--- config.mk ---
export PLATFORM = sky130hd
export DESIGN_NAME = ps2_rx
export DESIGN_NICKNAME = d
export VERILOG_FILES = /design/src/rtl/ps2_rx.sv
export SDC_FILE = /design/constraint.sdc
export NUM_CORES = 1
export LEC_CHECK = 0
export CAP_MARGIN = 20
export CORE_MARGIN = 2
export CORE_UTILIZATION = 45
export CTS_BUF_LIST = sky130_fd_sc_hd__clkbuf_4 sky130_fd_sc_hd__clkbuf_8 sky130_fd_sc_hd__clkbuf_16
export DETAILED_ROUTE_END_ITERATION = 8
export PLACE_DENSITY_LB_ADDON = 0.1
export SYNTH_ARGS = -nofsm -noshare
export SYNTH_HDL_FRONTEND = slang
export SYNTH_SLANG_ARGS = --single-unit
--- constraint.sdc ---
create_clock -name CLK -period 1.7 [get_ports CLK]
set_input_delay 0.34 -clock CLK [delete_from_list [all_inputs] [get_ports CLK]]
set_output_delay 0.34 -clock CLK [all_outputs]
set_load 0.03 [all_outputs]
--- src/rtl/ps2_rx.sv ---
// PS/2 keyboard receiver: synchronizes and filters the raw PS/2 lines, deframes
// 11-bit frames and holds the byte for a PIO-style consumer with ACK handshake.
module ps2_rx #(
    parameter int unsigned FILT_LEN    = 4,
    parameter int unsigned TIMEOUT_CYC = 100000
) (
    input  logic       CLK,
    input  logic       RST_N,
    input  logic       PS2_CLK,
    input  logic       PS2_DAT,
    output logic [7:0] DATA,
    output logic       VALID,
    input  logic       ACK,
    output logic       PERR,
    output logic       OVR,
    input  logic       ERR_CLR,
    output logic       BUSY
);

    localparam int unsigned FILT_W = (FILT_LEN > 1) ? $clog2(FILT_LEN) : 1;
    localparam int unsigned TMO_W  = $clog2(TIMEOUT_CYC + 1);
    localparam int unsigned BYTE_W = 8;
    localparam int unsigned CNT_W  = 3;

    typedef enum logic [1:0] {
        ST_IDLE   = 2'd0,
        ST_DATA   = 2'd1,
        ST_PARITY = 2'd2,
        ST_STOP   = 2'd3
    } state_t;

    logic              clk_meta;
    logic              clk_sync;
    logic              dat_meta;
    logic              dat_sync;
    logic              filt_clk;
    logic              filt_prev;
    logic [FILT_W-1:0] filt_cnt;
    logic              strobe_c;

    state_t            state;
    state_t            state_d;
    logic [CNT_W-1:0]  bit_cnt;
    logic [CNT_W-1:0]  bit_cnt_d;
    logic [BYTE_W-1:0] shift;
    logic [BYTE_W-1:0] shift_d;
    logic              par_bit;
    logic              par_bit_d;
    logic [TMO_W-1:0]  tmo_cnt;
    logic [TMO_W-1:0]  tmo_cnt_d;
    logic              done_c;
    logic              perr_c;

    // Two-flop synchronizers; idle PS/2 lines are high.
    always_ff @(posedge CLK) begin
        if (!RST_N) begin
            clk_meta <= 1'b1;
            clk_sync <= 1'b1;
            dat_meta <= 1'b1;
            dat_sync <= 1'b1;
        end else begin
            clk_meta <= PS2_CLK;
            clk_sync <= clk_meta;
            dat_meta <= PS2_DAT;
            dat_sync <= dat_meta;
        end
    end

    // Glitch filter: the filtered clock follows only a run of FILT_LEN differing samples.
    always_ff @(posedge CLK) begin
        if (!RST_N) begin
            filt_clk  <= 1'b1;
            filt_prev <= 1'b1;
            filt_cnt  <= '0;
        end else begin
            filt_prev <= filt_clk;
            if (clk_sync == filt_clk) begin
                filt_cnt <= '0;
            end else if (filt_cnt == FILT_W'(FILT_LEN - 1)) begin
                filt_clk <= clk_sync;
                filt_cnt <= '0;
            end else begin
                filt_cnt <= filt_cnt + FILT_W'(1);
            end
        end
    end

    assign strobe_c = filt_prev & ~filt_clk;

    // FSM state register.
    always_ff @(posedge CLK) begin
        if (!RST_N) begin
            state <= ST_IDLE;
        end else begin
            state <= state_d;
        end
    end

    // Next-state and frame datapath.
    always_comb begin
        state_d   = state;
        bit_cnt_d = bit_cnt;
        shift_d   = shift;
        par_bit_d = par_bit;
        tmo_cnt_d = tmo_cnt;
        done_c    = 1'b0;

        if (state != ST_IDLE) begin
            tmo_cnt_d = strobe_c ? '0 : tmo_cnt + TMO_W'(1);
        end

        case (state)
            ST_IDLE: begin
                if (strobe_c && !dat_sync) begin
                    state_d   = ST_DATA;
                    bit_cnt_d = '0;
                    tmo_cnt_d = '0;
                end
            end
            ST_DATA: begin
                if (strobe_c) begin
                    shift_d   = {dat_sync, shift[BYTE_W-1:1]};
                    bit_cnt_d = bit_cnt + CNT_W'(1);
                    if (bit_cnt == CNT_W'(BYTE_W - 1)) begin
                        state_d = ST_PARITY;
                    end
                end
            end
            ST_PARITY: begin
                if (strobe_c) begin
                    par_bit_d = dat_sync;
                    state_d   = ST_STOP;
                end
            end
            ST_STOP: begin
                if (strobe_c) begin
                    done_c  = dat_sync;
                    state_d = ST_IDLE;
                end
            end
            default: begin
                state_d = ST_IDLE;
            end
        endcase

        // Abandon a stalled frame; a strobe in the same cycle keeps it alive.
        if ((state != ST_IDLE) && !strobe_c && (tmo_cnt == TMO_W'(TIMEOUT_CYC - 1))) begin
            state_d   = ST_IDLE;
            bit_cnt_d = '0;
            tmo_cnt_d = '0;
        end
    end

    // Odd parity over data plus parity bit; even total means error.
    assign perr_c = ~(^{shift, par_bit});

    always_ff @(posedge CLK) begin
        if (!RST_N) begin
            bit_cnt <= '0;
            shift   <= '0;
            par_bit <= 1'b0;
            tmo_cnt <= '0;
        end else begin
            bit_cnt <= bit_cnt_d;
            shift   <= shift_d;
            par_bit <= par_bit_d;
            tmo_cnt <= tmo_cnt_d;
        end
    end

    // Consumer-facing holding register; a new byte beats a concurrent ACK clear.
    always_ff @(posedge CLK) begin
        if (!RST_N) begin
            DATA  <= '0;
            VALID <= 1'b0;
            PERR  <= 1'b0;
            OVR   <= 1'b0;
            BUSY  <= 1'b0;
        end else begin
            if (done_c && (!VALID || ACK)) begin
                DATA  <= shift;
                PERR  <= perr_c;
                VALID <= 1'b1;
            end else if (ACK) begin
                VALID <= 1'b0;
            end

            if (done_c && VALID && !ACK) begin
                OVR <= 1'b1;
            end else if (ERR_CLR) begin
                OVR <= 1'b0;
            end

            BUSY <= (state_d != ST_IDLE);
        end
    end

endmodule

# --- Word level (Yosys, flattened, before mapping) ---
# Cells that the tools add are included.
totals:
  register_bits: 51
  input_bits: 6
classes:
  n_addsub: 3
  n_eq_ne: 9
  mux: 20
  bitwise: 5
  n_reduce_logical: 24
op_table:
  columns: ["operator", "n"]
  rows:
  - ["two-way mux 17 bit", 4]
  - ["adder 17 x 1 -> 17 bit (second input constant)", 1]
  - ["equality test 17 bit (second input constant)", 1]
  - ["two-way mux 2 bit", 6]
  - ["nonzero test 2 bit", 5]
  - ["XOR reduction 9 bit", 1]
  - ["one-hot mux 2 bit (4 select lines)", 1]
  - ["equality test 2 bit (second input constant)", 3]
  - ["logical AND 1 bit", 6]
  - ["two-way mux 1 bit", 6]
  - ["two-way mux 3 bit", 2]
  - ["one-hot mux 3 bit (2 select lines)", 1]
  - ["AND reduction 2 bit", 3]
  - ["zero test 1 bit", 4]
  - ["!= test 2 bit (second input constant)", 2]
  - ["NOT 1 bit", 4]
  - ["adder 3 x 1 -> 3 bit (second input constant)", 1]
  - ["equality test 3 bit (second input constant)", 1]
  - ["AND reduction 3 bit", 1]
  - ["OR reduction 3 bit", 1]
  - ["adder 2 x 1 -> 2 bit (second input constant)", 1]
  - ["equality test 2 x 1 -> 1 bit (second input constant)", 1]
  - ["zero test 2 bit", 1]
  - ["OR reduction 2 bit", 1]
  - ["3 further kinds", 3]

# --- Depth between registers and ports, before layout ---
depth:
  ltp_word: 7
  ltp_mapped: 6

# --- Worst setup path before layout ---
# OpenSTA, ideal clock, no wires.
synth_timing:
  path_type: "register to register"
  from: "register tmo_cnt[0]"
  to: "register tmo_cnt[14]"
  setup_ns: 0.074
  t_arrival_ns: 1.763
  required_time_ns: 1.626
  slack_ns: -0.137
  stages_incl_launch_ff: 6
  path_buffers: 0
  synth_period_minus_slack_ns: 1.837
  path_cell_list: "dfxtp_1 ha_1 nand4_2 or4_1 or3_1 a31oi_2"
synth_between:
  elab_chain_cells: 5
  word_cells_on_any_way: 8
  cone_classes: "1 x add/sub; 1 x eq/ne; 4 x mux; 2 x reduce/logical"
synth_rtl:
  columns: ["item", "line", "source"]
  rows:
  - ["start: declaration", "49", "logic [TMO_W-1:0] tmo_cnt;"]
  - ["start signal: assignment", "167", "tmo_cnt <= tmo_cnt_d;"]
  - ["adder 17 x 1 -> 17 bit", "109", "tmo_cnt_d = strobe_c ? '0 : tmo_cnt + TMO_W'(1);"]
  - ["two-way mux 17 bit", "109", null]
  - ["two-way mux 17 bit", "108", "if (state != ST_IDLE) begin"]
  - ["two-way mux 17 bit", "114", "if (strobe_c && !dat_sync) begin"]
  - ["two-way mux 17 bit", "112", "case (state)"]
# Several ways; a longest one is shown, not always the timed one.
# A chain may end at the register's enable or synchronous reset.

# --- Final worst setup path ---
layout_timing:
  from: "register DATA[7]"
  to: "output port DATA[7]"
layout_lines:
  columns: ["item", "line", "source"]
  rows:
  - ["start: declaration", "11", "output logic [7:0] DATA,"]
  - ["start signal: assignment", "181", "DATA <= shift;"]
# No word-level cell between the ends.

==> results summary <==
The flow ran to the end, and the final reports show no timing, DRC or antenna violations. The number of placed cells counting well taps came out at 350. Entering global routing, the biggest net connects 29 pins. Of all nets on the critical path, the largest fanout is 2. The cell area after technology mapping came out at 0.002341 mm².

For this run, the share of the core covered by cells in the final layout is 56.14%. The highest ir drop seen on vdd is 0.5129 mV. Net switching is 21.29% of the power. The number of nets in the layout came out at 298.

The maximum level of the CTS H-tree is 2. The total DRC errors in the routed layout is 0. The share of the Yosys chip area taken by registers is 43.61%. The capture instance of the worst register-to-register path is tmo_cnt[14]$_SDFF_PP0_. The cell area reported after detailed placement came out at 0.002708 mm². Dividing the detail-routed wire length by the instance count gives 13.60 µm. Counting the buffers created by CTS gives 5. For this block, the initial DRC count from the detailed router was 86.

Of the total power, registers draw 60.6%. The count of distinct cell types in the synthesized netlist came out at 50. The min-delay analysis places its worst path in the category flop to flop. The net load switching power is 421.0 µW.

When the netlist entered floorplanning its net count stood at 267. Detailed placement ended at an HPWL of 3465 µm. The launch point of the worst path is DATA[7]$_SDFFE_PN0P_. The endpoint of the worst setup timing path is DATA[7]. The cell class contributing the biggest share of worst-path delay is buffers and inverters. The number of vias after detailed routing is 1,943. The total overflow reported by the global router came out at 0. The number of fill cells is 482. The number of synthesized register bits came out at 51. In the routed layout, each cell is associated on average with a via count of 5.412. The number of cells on the critical path is 1. The number of antenna diodes in the final layout is 0. Counting both buffers and inverters, the worst setup path holds a total of 1. The critical path goes through clkdlybuf4s50_1. The slack of the worst reg-to-reg path is 0.08 ns.

The total of endpoints with negative setup slack in the final report came out at 0. After detailed routing, the total wire length is 4881 µm. 18 I/O pins were placed. The first global-routing pass estimated 8362 µm of wire.

The number of endpoints with negative hold slack in the final report is 0. The clock net sink count is 51. The startpoint identified for the worst register-to-register timing path is tmo_cnt[1]$_SDFF_PP0_. The internal power contribution came out at 1.557 mW. After Yosys synthesis, and, or, nand and nor cells account for 24.64% of the synthesized area. The library cell used most frequently in the layout, excluding fill and tap cells, is dfxtp_1.

The nature of the critical path startpoint is a flop. In this run the tightest slew margin relative to its limit is 66.50%. The die extent in x is 76.13 µm.

The post-synthesis compound-gate area fraction came out at 18.12%. Clock-pin slew was measured on the worst setup and hold paths at 0.09 ns. On the critical path, the stage with the largest delay is an instance of clkdlybuf4s50_1. The portion of total power attributed to combinational logic came out at 2.6%. The max-capacitance violation count is 0. The library cells used most frequently in the layout, excluding fill and tap cells, are dfxtp_1 (48), nand2_1 (28), buf_4 (18). The multiplexer share of the synthesized area is 4.276%. The post-detailed-route count of antenna-violating nets came out at 0.

The initial antenna violation count came to 0. The data arrival time of the critical path came out at 1.32 ns. STA classifies the critical path endpoint as an output pin. The share of synthesized cell area in full adder, half adder and majority cells came out at 2.138%. The global router's overall resource usage is 17.61%. The total count of max-transition violations in the final report is 0. The clock tree root buffer cell is clkbuf_8.

In this design, the stage delay of the slowest critical-path cell is 0.68 ns. In the synthesized netlist the dominant register cell turns out to be dfxtp_1. The routability congestion estimate from global placement came out at 0.8156.

The xor/xnor cell area share of the yosys netlist is 3.581%. The post-layout instance count excluding filler cells came out at 359. The fmax came out at 0.6040 GHz. The worst setup path is of the flop to output pin kind. The clock tree buffer depth is 2. Across the routed clock network, the largest skew measured is 0.007496 ns. TritonCTS built the clock tree. The number of cell instances on the worst register-to-register path is 5. After synthesis, the share of flip-flops with an asynchronous set or reset is 0%. The relative area change from synthesis to final layout came out at 21.70%. The number of buffer cells added on primary ports came out at 17.

The die is 76.13 µm tall. The fraction of power consumed by the clock network is 36.8%. The data required time of the critical path is 1.36 ns. Of the cells placed in the final design, the portion with a size suffix greater than 1 is 15.22%. The mean post-synth cell area is 9.109 µm².

For this run, the detailed router's first-pass iteration total came to 4. Counting flops with a built-in enable in the synthesized netlist gives 0. The later-pin clock latency in the skew report is 0.30 ns. The initial core utilization is 46.13%. The static leakage power came out at 1.145 nW. The initialized floorplan defines 26 standard-cell rows. Counting I/O delays and the setup requirement, the final critical path takes 1.656 ns. The count of yosys warnings during synthesis came out at 0.

After synthesis, the largest family of logic cells by area is simple AND/OR/NAND/NOR gates. The worst path uses 97.40% of the clock period. The summed area of non-filler cells in the final layout came out at 0.002849 mm². The floorplan step defined a die boundary enclosing 0.005795 mm². For this design the ratio of total power to cell area is 694.1 mW/mm².

The via count of the first global-routing pass is 1,835. The synthesized instance count is 257. The pin slew with the least headroom to its limit came out at 0.4992 ns. The floorplan step defined a core boundary enclosing 0.005075 mm².
-- worst min path at each step --
stage	startpoint	to	slack [ns]	cells past startpoint
floorplan	clk_meta$_SDFF_PN1_	clk_sync$_SDFF_PN1_	0.39	1
global placement	clk_meta$_SDFF_PN1_	clk_sync$_SDFF_PN1_	0.39	1
detailed placement	clk_meta$_SDFF_PN1_	clk_sync$_SDFF_PN1_	0.40	1
CTS	dat_meta$_SDFF_PN1_	dat_sync$_SDFF_PN1_	0.42	1
global route	clk_meta$_SDFF_PN1_	clk_sync$_SDFF_PN1_	0.44	1
finish	clk_meta$_SDFF_PN1_	clk_sync$_SDFF_PN1_	0.42	1
-- power groups by stage --
stage	clock network [mW]	logic (mW)	registers, mW
after floorplan	0	0.0281	1.23
after global placement	0	0.0489	1.23
after detailed placement	0	0.0490	1.23
after global routing	0.804	0.0559	1.20
after CTS	0.763	0.0492	1.20
final	0.728	0.0511	1.20
-- through the flow --
stage	hold slack (ns)	total power [mW]	TNS, ns	setup WS (ns)
6_report	0.4169	1.978	0	0.04426
5_1_grt	0.4358	2.060	-0.003959	-0.003959
4_1_cts	0.4221	2.014	0	0.01074
3_5_place_dp	0.3962	1.279	0	0.05469
3_3_place_gp	0.3909	1.279	0	0.07447
2_1_floorplan	0.3863	1.257	0	0.08219
-- sequential cells by signal (all words and copies together), names as in the netlist --
register and cells:
shift 8, BUSY 1, bit_cnt 3, OVR 1, tmo_cnt 17, filt_clk 1
PERR 1, state 2, filt_cnt 2, filt_prev 1, dat_sync 1, DATA 8
clk_meta 1, dat_meta 1, clk_sync 1, VALID 1, par_bit 1
-- layer usage --
| metal | part of all wire, % | wire, µm | global-route usage, % |
|---|---|---|---|
| met5 | 0 | 0 | 0 |
| met4 | 1.7 | 81 | 6.000 |
| met3 | 2.6 | 127 | 3.910 |
| met2 | 45 | 2216 | 27.86 |
| met1 | 50 | 2456 | 23.90 |
-- area by class of cell --
cell class | instances | area [µm²] | share of cell area (%)
Clock buffer | 6 | 82.58 | 2.899
Clock inverter | 2 | 16.27 | 0.5709
Inverter | 4 | 15.01 | 0.5270
Multi-Input combinational cell | 189 | 1269 | 44.53
Sequential cell | 51 | 1030 | 36.14
Tap cell | 70 | 87.58 | 3.074
Timing Repair Buffer | 37 | 349.1 | 12.25
-- synthesized netlist by cell type (all sizes together), types with 3 or more instances --
| cell type | n | area share, % |
|---|---|---|
| or3 | 4 | 1.1 |
| nand3 | 11 | 2.4 |
| a211oi | 3 | 0.96 |
| nand4 | 5 | 1.9 |
| and3 | 4 | 1.1 |
| a21oi | 15 | 3.2 |
| xor2 | 3 | 1.1 |
| nor2 | 14 | 2.4 |
| ha | 4 | 2.1 |
| a311oi | 7 | 2.6 |
| xnor2 | 4 | 1.5 |
| a31oi | 4 | 1.3 |
| o21ai | 10 | 2.1 |
| dfxtp | 51 | 44 |
| buf | 7 | 2.0 |
| mux2i | 10 | 4.3 |
| nor3 | 6 | 1.3 |
| nand2 | 28 | 4.5 |
| nand2b | 9 | 2.4 |
| a21boi | 9 | 2.9 |
| inv | 4 | 0.64 |
| nor2b | 10 | 2.7 |
| clkbuf | 6 | 0.96 |
-- timing repair --
item,4_1_cts,5_1_grt
resized for setup,0,13
hold buffers,0,0
buffers inserted,0,1
setup endpoints to repair,0,12
-- logic make-up (layout without fill, tap and decap cells) --
kind of cell,count (synthesis),in the layout
AOI/OAI and AO/OA,62,62
xor gates and xnor gates,8,8
adders and majority gates,4,4
buffers and inverters,17,49
DFF,51,51
muxes,10,10
and+or+nand+nor,105,105
No activity file was read; power rests on OpenSTA's default activity.
